$ cat config.mk
export PLATFORM = sky130hd
export DESIGN_NAME = sdram_fifo_req
export DESIGN_NICKNAME = d
export VERILOG_FILES = /design/src/rtl/sdram_fifo_req_pkg.sv /design/src/rtl/sdram_ring_ptr.sv /design/src/rtl/sdram_fifo_req.sv
export SDC_FILE = /design/constraint.sdc
export NUM_CORES = 1
export LEC_CHECK = 0
export CORE_MARGIN = 10
export CORE_UTILIZATION = 46
export CTS_BUF_LIST = sky130_fd_sc_hd__clkbuf_4 sky130_fd_sc_hd__clkbuf_8 sky130_fd_sc_hd__clkbuf_16
export CTS_CLUSTER_SIZE = 40
export DETAILED_ROUTE_END_ITERATION = 7
export PLACE_DENSITY = 0.91
export SLEW_MARGIN = 20
export SYNTH_ARGS = -nofsm -noshare
export SYNTH_HDL_FRONTEND = slang
export SYNTH_SLANG_ARGS = --single-unit
$ cat constraint.sdc
create_clock -name sys_clk -period 5.9 [get_ports sys_clk]
set_clock_uncertainty 0.15 [all_clocks]
set_input_delay 0.885 -clock sys_clk [delete_from_list [all_inputs] [get_ports sys_clk]]
set_output_delay 0.885 -clock sys_clk [all_outputs]
set_load 0.01 [all_outputs]
$ cat src/rtl/sdram_fifo_req_pkg.sv
// Shared constants and FSM encoding for the SDRAM ring-buffer FIFO requester.
package sdram_fifo_req_pkg;

   localparam int unsigned ADDR_W = 23;
   localparam int unsigned BLEN_W = 10;

   typedef enum logic [2:0] {
      StIdle    = 3'd0,
      StWrReq   = 3'd1,
      StWrBurst = 3'd2,
      StRdReq   = 3'd3,
      StRdBurst = 3'd4
   } state_e;

endpackage

$ cat src/rtl/sdram_ring_ptr.sv
// Ring pointer: advances by one burst and wraps to ADDR_MIN past ADDR_MAX.
module sdram_ring_ptr
   import sdram_fifo_req_pkg::*;
#(
   parameter int unsigned       BURST_LEN = 8,
   parameter logic [ADDR_W-1:0] ADDR_MIN  = 23'd0,
   parameter logic [ADDR_W-1:0] ADDR_MAX  = 23'd63
) (
   input  logic              clk,
   input  logic              rst,
   input  logic              advance,
   output logic [ADDR_W-1:0] ptr
);

   localparam int unsigned PW = ADDR_W + 1;

   logic [ADDR_W-1:0] ptr_q, ptr_d;
   logic [PW-1:0]     ptr_inc;

   // One extra bit so the increment cannot overflow before the wrap test.
   always_comb begin
      ptr_inc = {1'b0, ptr_q} + PW'(BURST_LEN);
      ptr_d   = ptr_q;
      if (advance) begin
         ptr_d = (ptr_inc > {1'b0, ADDR_MAX}) ? ADDR_MIN : ptr_inc[ADDR_W-1:0];
      end
   end

   always_ff @(posedge clk) begin
      if (rst) ptr_q <= ADDR_MIN;
      else     ptr_q <= ptr_d;
   end

   assign ptr = ptr_q;

endmodule

$ cat src/rtl/sdram_fifo_req.sv
// Burst requester that uses an SDRAM region as a ring-buffer FIFO.
// Optional SDRAM_FIFO_RR_EN: round-robin tie-break between write and read.
module sdram_fifo_req
   import sdram_fifo_req_pkg::*;
#(
   parameter int unsigned       BURST_LEN  = 8,
   parameter logic [ADDR_W-1:0] ADDR_MIN   = 23'd0,
   parameter logic [ADDR_W-1:0] ADDR_MAX   = 23'd63,
   parameter int unsigned       FIFO_DEPTH = 1024
) (
   input  logic              sys_clk,
   input  logic              sys_rst,
   input  logic [10:0]       wr_fifo_cnt,
   output logic              wr_fifo_rd_en,
   input  logic [15:0]       wr_fifo_dout,
   input  logic [10:0]       rd_fifo_cnt,
   output logic              rd_fifo_wr_en,
   output logic [15:0]       rd_fifo_din,
   input  logic              rd_run,
   output logic              sdram_wr_req,
   output logic [ADDR_W-1:0] sdram_wr_addr,
   output logic [15:0]       sdram_data_in,
   input  logic              sdram_wr_ack,
   output logic              sdram_rd_req,
   output logic [ADDR_W-1:0] sdram_rd_addr,
   input  logic [15:0]       sdram_data_out,
   input  logic              sdram_rd_ack,
   output logic [BLEN_W-1:0] wr_burst_len,
   output logic [BLEN_W-1:0] rd_burst_len,
   output logic              full,
   output logic              empty
);

   localparam int unsigned REGION = 32'(ADDR_MAX) - 32'(ADDR_MIN) + 32'd1;
   localparam int unsigned CAP    = REGION / BURST_LEN;
   localparam int unsigned FILL_W = $clog2(CAP + 1);

   localparam logic [FILL_W-1:0] CAP_F  = FILL_W'(CAP);
   localparam logic [10:0]       WR_MIN = 11'(BURST_LEN);
   localparam logic [10:0]       RD_MAX = 11'(FIFO_DEPTH - BURST_LEN);
   localparam logic [BLEN_W-1:0] LAST   = BLEN_W'(BURST_LEN - 1);

   state_e             state_q, state_d;
   logic [BLEN_W-1:0]  cnt_q, cnt_d;
   logic [FILL_W-1:0]  fill_q, fill_d;
   logic               full_q, empty_q;
   logic               can_wr, can_rd, pick_wr;
   logic               wr_adv, rd_adv;

   assign can_wr = (wr_fifo_cnt >= WR_MIN) && (fill_q < CAP_F);
   assign can_rd = rd_run && (fill_q != '0) && (rd_fifo_cnt <= RD_MAX);

`ifdef SDRAM_FIFO_RR_EN
   logic last_grant_q, last_grant_d;

   // Only ties update the flag, so grants alternate among contested decisions.
   always_comb begin
      last_grant_d = last_grant_q;
      if (state_q == StIdle && can_wr && can_rd) last_grant_d = pick_wr;
   end

   always_ff @(posedge sys_clk) begin
      if (sys_rst) last_grant_q <= 1'b0;
      else         last_grant_q <= last_grant_d;
   end

   assign pick_wr = can_wr && (!can_rd || !last_grant_q);
`else
   assign pick_wr = can_wr;
`endif

   always_comb begin
      state_d       = state_q;
      cnt_d         = cnt_q;
      fill_d        = fill_q;
      wr_adv        = 1'b0;
      rd_adv        = 1'b0;
      sdram_wr_req  = 1'b0;
      sdram_rd_req  = 1'b0;
      wr_fifo_rd_en = 1'b0;
      rd_fifo_wr_en = 1'b0;
      unique case (state_q)
         StIdle: begin
            cnt_d = '0;
            if (pick_wr)     state_d = StWrReq;
            else if (can_rd) state_d = StRdReq;
         end
         StWrReq, StWrBurst: begin
            sdram_wr_req  = (state_q == StWrReq);
            wr_fifo_rd_en = sdram_wr_ack && !sys_rst;
            if (sdram_wr_ack) begin
               if (cnt_q == LAST) begin
                  state_d = StIdle;
                  cnt_d   = '0;
                  wr_adv  = 1'b1;
                  fill_d  = fill_q + FILL_W'(1);
               end else begin
                  state_d = StWrBurst;
                  cnt_d   = cnt_q + BLEN_W'(1);
               end
            end
         end
         StRdReq, StRdBurst: begin
            sdram_rd_req  = (state_q == StRdReq);
            rd_fifo_wr_en = sdram_rd_ack && !sys_rst;
            if (sdram_rd_ack) begin
               if (cnt_q == LAST) begin
                  state_d = StIdle;
                  cnt_d   = '0;
                  rd_adv  = 1'b1;
                  fill_d  = fill_q - FILL_W'(1);
               end else begin
                  state_d = StRdBurst;
                  cnt_d   = cnt_q + BLEN_W'(1);
               end
            end
         end
         default: state_d = StIdle;
      endcase
   end

   always_ff @(posedge sys_clk) begin
      if (sys_rst) begin
         state_q <= StIdle;
         cnt_q   <= '0;
         fill_q  <= '0;
         full_q  <= 1'b0;
         empty_q <= 1'b1;
      end else begin
         state_q <= state_d;
         cnt_q   <= cnt_d;
         fill_q  <= fill_d;
         full_q  <= (fill_q == CAP_F);
         empty_q <= (fill_q == '0);
      end
   end

   sdram_ring_ptr #(
      .BURST_LEN (BURST_LEN),
      .ADDR_MIN  (ADDR_MIN),
      .ADDR_MAX  (ADDR_MAX)
   ) u_wptr (
      .clk     (sys_clk),
      .rst     (sys_rst),
      .advance (wr_adv),
      .ptr     (sdram_wr_addr)
   );

   sdram_ring_ptr #(
      .BURST_LEN (BURST_LEN),
      .ADDR_MIN  (ADDR_MIN),
      .ADDR_MAX  (ADDR_MAX)
   ) u_rptr (
      .clk     (sys_clk),
      .rst     (sys_rst),
      .advance (rd_adv),
      .ptr     (sdram_rd_addr)
   );

   assign sdram_data_in = wr_fifo_dout;
   assign rd_fifo_din   = sdram_data_out;
   assign wr_burst_len  = BLEN_W'(BURST_LEN);
   assign rd_burst_len  = BLEN_W'(BURST_LEN);
   assign full          = full_q;
   assign empty         = empty_q;

endmodule

==> metrics.md <==
| Metric | Value |
|---|---|
| Status | `finished clean` |
| 1st-iter DRT viols | `104` |
| CP startpoint | `sys_rst` |
| Setup crit end kind | `output pin` |
| Reg-to-Reg Start | `u_rptr.ptr[11]` |
| LEAKAGE | `1.55 nW` |
| First-pass GRT wire length | `14.6 mm` |
| Detailed Place HPWL | `6.62 mm` |
| Routed WL | `8.89 mm` |
| Initial DRT Pass Iterations | `4` |
| Max transition margin | `40.5%` |
| Minimum clock period | `3220 ps` |
| R2R depth | `6` |
| Post-synthesis instance total | `437` |
| Post-cts sizing count | `0` |
| CTS Hold Bufs | `0` |
| Antenna fix cells | `0` |
| Num ports | `163` |
| Buffers added on ports | `69` |
| Worst-case hold path end point | `cnt_q[1]` |
| Post-synthesis instance area | `3680 um^2` |
| Clk root buf | `clkbuf_8` |
| Final Setup Violations | `0` |
| WHS Path Cells | `2` |
| Largest net degree at the start of global routing | `20` |
| Vias in the first global route | `3183` |
| Rows | `32` |
| TritonCTS Buffers | `9` |
| Data arrival, critical path | `2190 ps` |
| Crit path kind | `input port to output pin` |
| Final Instance Area | `4280 um^2` |
| Worst Hold Class | `flop to flop` |
| Fmax | `310 MHz` |
| Synth top area share | `32.1%` |
| CP top delay family | `buffers and inverters` |
| H-tree levels | `3` |
| Final Max Tran Viols | `0` |
| Post-CTS setup repair buffer count | `0` |
| Slowest stage delay, CP | `550 ps` |
| Area delta synth->final | `16.4%` |
| Vias | `3188` |
| Worst path slowest cell | `clkdlybuf4s50_1` |
| Actual slew at the worst max-slew pin | `889 ps` |
| Fraction of registers with async set/reset | `0%` |
| PwrDens | `239 nW/um^2` |
| Buf/Inv on CP | `3` |
| Routed Antenna Nets | `0` |
| Area leader, netlist | `dfxtp_1` |
| Crit-path cells | `clkdlybuf4s50_1 -> buf_4 -> nor2_1 -> clkdlybuf4s50_1` |
| Placed instance area | `4080 um^2` |
| Initial antenna violation count | `0` |
| Register area share after synthesis | `32.1%` |
| Worst IR drop on VDD | `0.203 mV` |
| Sink Count | `59` |
| Die height | `109 um` |
| RSZ-0062 raised after global routing | `false` |
| Clk slew on worst S/H paths | `60 ps` |
| Startpoint types | `input port` |
| EDFF count, synth | `0` |
| Dominant cells by area after synthesis | `dfxtp_1 32%, buf_4 12%, xnor2_1 5.5%, and2_1 3.7%, nor2_1 3.7%` |
| FF-to-FF End | `u_rptr.ptr[15]` |
| Die X | `109 um` |
| Share of layout cells above drive strength 1 | `7.63%` |
| Overall routing resource usage | `14.8%` |
| Number of distinct library cells after synthesis | `68` |
| Ys Warns | `0` |
| Maxcap violations | `0` |
| Routed len/inst | `15.5 um` |
| Final hold violation count | `0` |
| Total grt overflow | `0` |
| Seq cells post-synth | `59` |
| GP Congestion | `0.874` |
| Final Util | `55.1%` |
| Max Root-Sink Buffers | `2` |
| Crit-path max FO | `19` |
| Initial Util | `47.4%` |
| Tcrit/Tclk final | `54.7%` |
| DRC viols | `0` |
| Setup TNS | `0 ps` |
| Setup slack, reg-to-reg | `3210 ps` |
| Die Footprint | `12000 um^2` |
| Top_reg_cell synth | `dfxtp_1` |
| Synthesized area per cell | `8.42 um^2` |
| Most frequent CP cell | `clkdlybuf4s50_1` |
| Data required, critical path | `4870 ps` |
| Hold path startpoint | `cnt_q[1]` |
| Fin nets | `533` |
| Core Area | `7770 um^2` |
| CTS tree | `yes` |
| Worst-Skew Late Latency | `330 ps` |
| Via/cell ratio | `5.55` |
[synth_stat cells, types with 10 or more instances]
| master | number |
|---|---|
| nor3_1 | 20 |
| or3_1 | 10 |
| nand3_1 | 22 |
| nor2_1 | 36 |
| a21oi_1 | 19 |
| buf_4 | 59 |
| xnor2_1 | 23 |
| dfxtp_1 | 59 |
| nand2_1 | 25 |
| inv_1 | 11 |
| nor4_1 | 10 |
| and2_1 | 22 |
[state kept, by name, indices dropped and copies added (netlist names)]
name / cells
empty: 1
cnt_q: 10
full: 1
state_q: 3
fill_q: 4
u_rptr.ptr: 20
u_wptr.ptr: 20
[worst reg2reg max path, delay by kind of cell, from the launching register on]
family | cells | cell delay [ps]
AO/OA/AOI/OAI | 3 | 830
flip-flops | 1 | 460
AND/OR/NAND/NOR | 3 | 1180
[through the flow]
stage | worst slack (ps) | hold WS, ps | power [mW] | cells
finish | 2680 | 337 | 1.02 | 574
detailed placement | 2670 | 327 | 0.671 | 559
global route | 2590 | 364 | 1.08 | 574
floorplan | 3270 | 297 | 0.647 | 461
global placement | 2690 | 313 | 0.663 | 559
CTS | 2650 | 336 | 1.03 | 574
[cells by family (layout without fill, tap and decap cells)]
kind of cell             after synthesis  after routing  share of synthesized area [%]
AND/OR/NAND/NOR                      188            188                           28.3
buffers and inverters                 85             96                           15.0
AO/OA/AOI/OAI                         59             59                           12.8
flip-flops                            59             59                           32.1
XOR/XNOR                              31             31                           7.38
adder cells (fa/ha/maj)                7              7                           2.55
multiplexers                           6              6                           1.67
other                                  2             26                          0.204
[report_power, final]
group / internal [mW] / switching [mW] / total (mW)
logic: 0.0984 / 0.133 / 0.231
clock network: 0.207 / 0.150 / 0.357
registers: 0.411 / 0.0237 / 0.435
[area by class of cell]
type / count / area, um^2
Fill cell: 700 / 3490
Timing Repair Buffer: 70 / 698
Clock buffer: 14 / 193
Sequential cell: 59 / 1180
Clock inverter: 1 / 5.00
Multi-Input combinational cell: 317 / 2040
Tap cell: 102 / 128
Inverter: 11 / 41.3
[layout by cell type (no fill, tap or decap), types with 9 or more instances in the layout]
| cell type | n |
|---|---|
| dfxtp_1 | 59 |
| xnor2_1 | 23 |
| nor4_1 | 10 |
| nand3_1 | 22 |
| inv_1 | 11 |
| clkdlybuf4s50_1 | 69 |
| and2_1 | 22 |
| conb_1 | 26 |
| clkbuf_8 | 14 |
| nor3_1 | 20 |
| a21oi_1 | 19 |
| or3_1 | 10 |
| nand4_1 | 9 |
| nor2_1 | 36 |
| nand2_1 | 25 |
[worst max path at each step]
stage                     cells past startpoint            end  slack [ps]
after floorplan                               3  rd_fifo_wr_en        3270
after global placement                        4  wr_fifo_rd_en        2690
after detailed placement                      4  wr_fifo_rd_en        2670
after CTS                                     4  wr_fifo_rd_en        2650
after global routing                          4  wr_fifo_rd_en        2590
final                                         4  wr_fifo_rd_en        2680
[layer usage]
metal	share of wire, %	GRT usage, %
met1	39	16.7
met4	1.9	7.25
met2	49	24.8
met3	9.7	4.80
met5	0	0
Note: power is estimated with default switching activity, not from simulation.
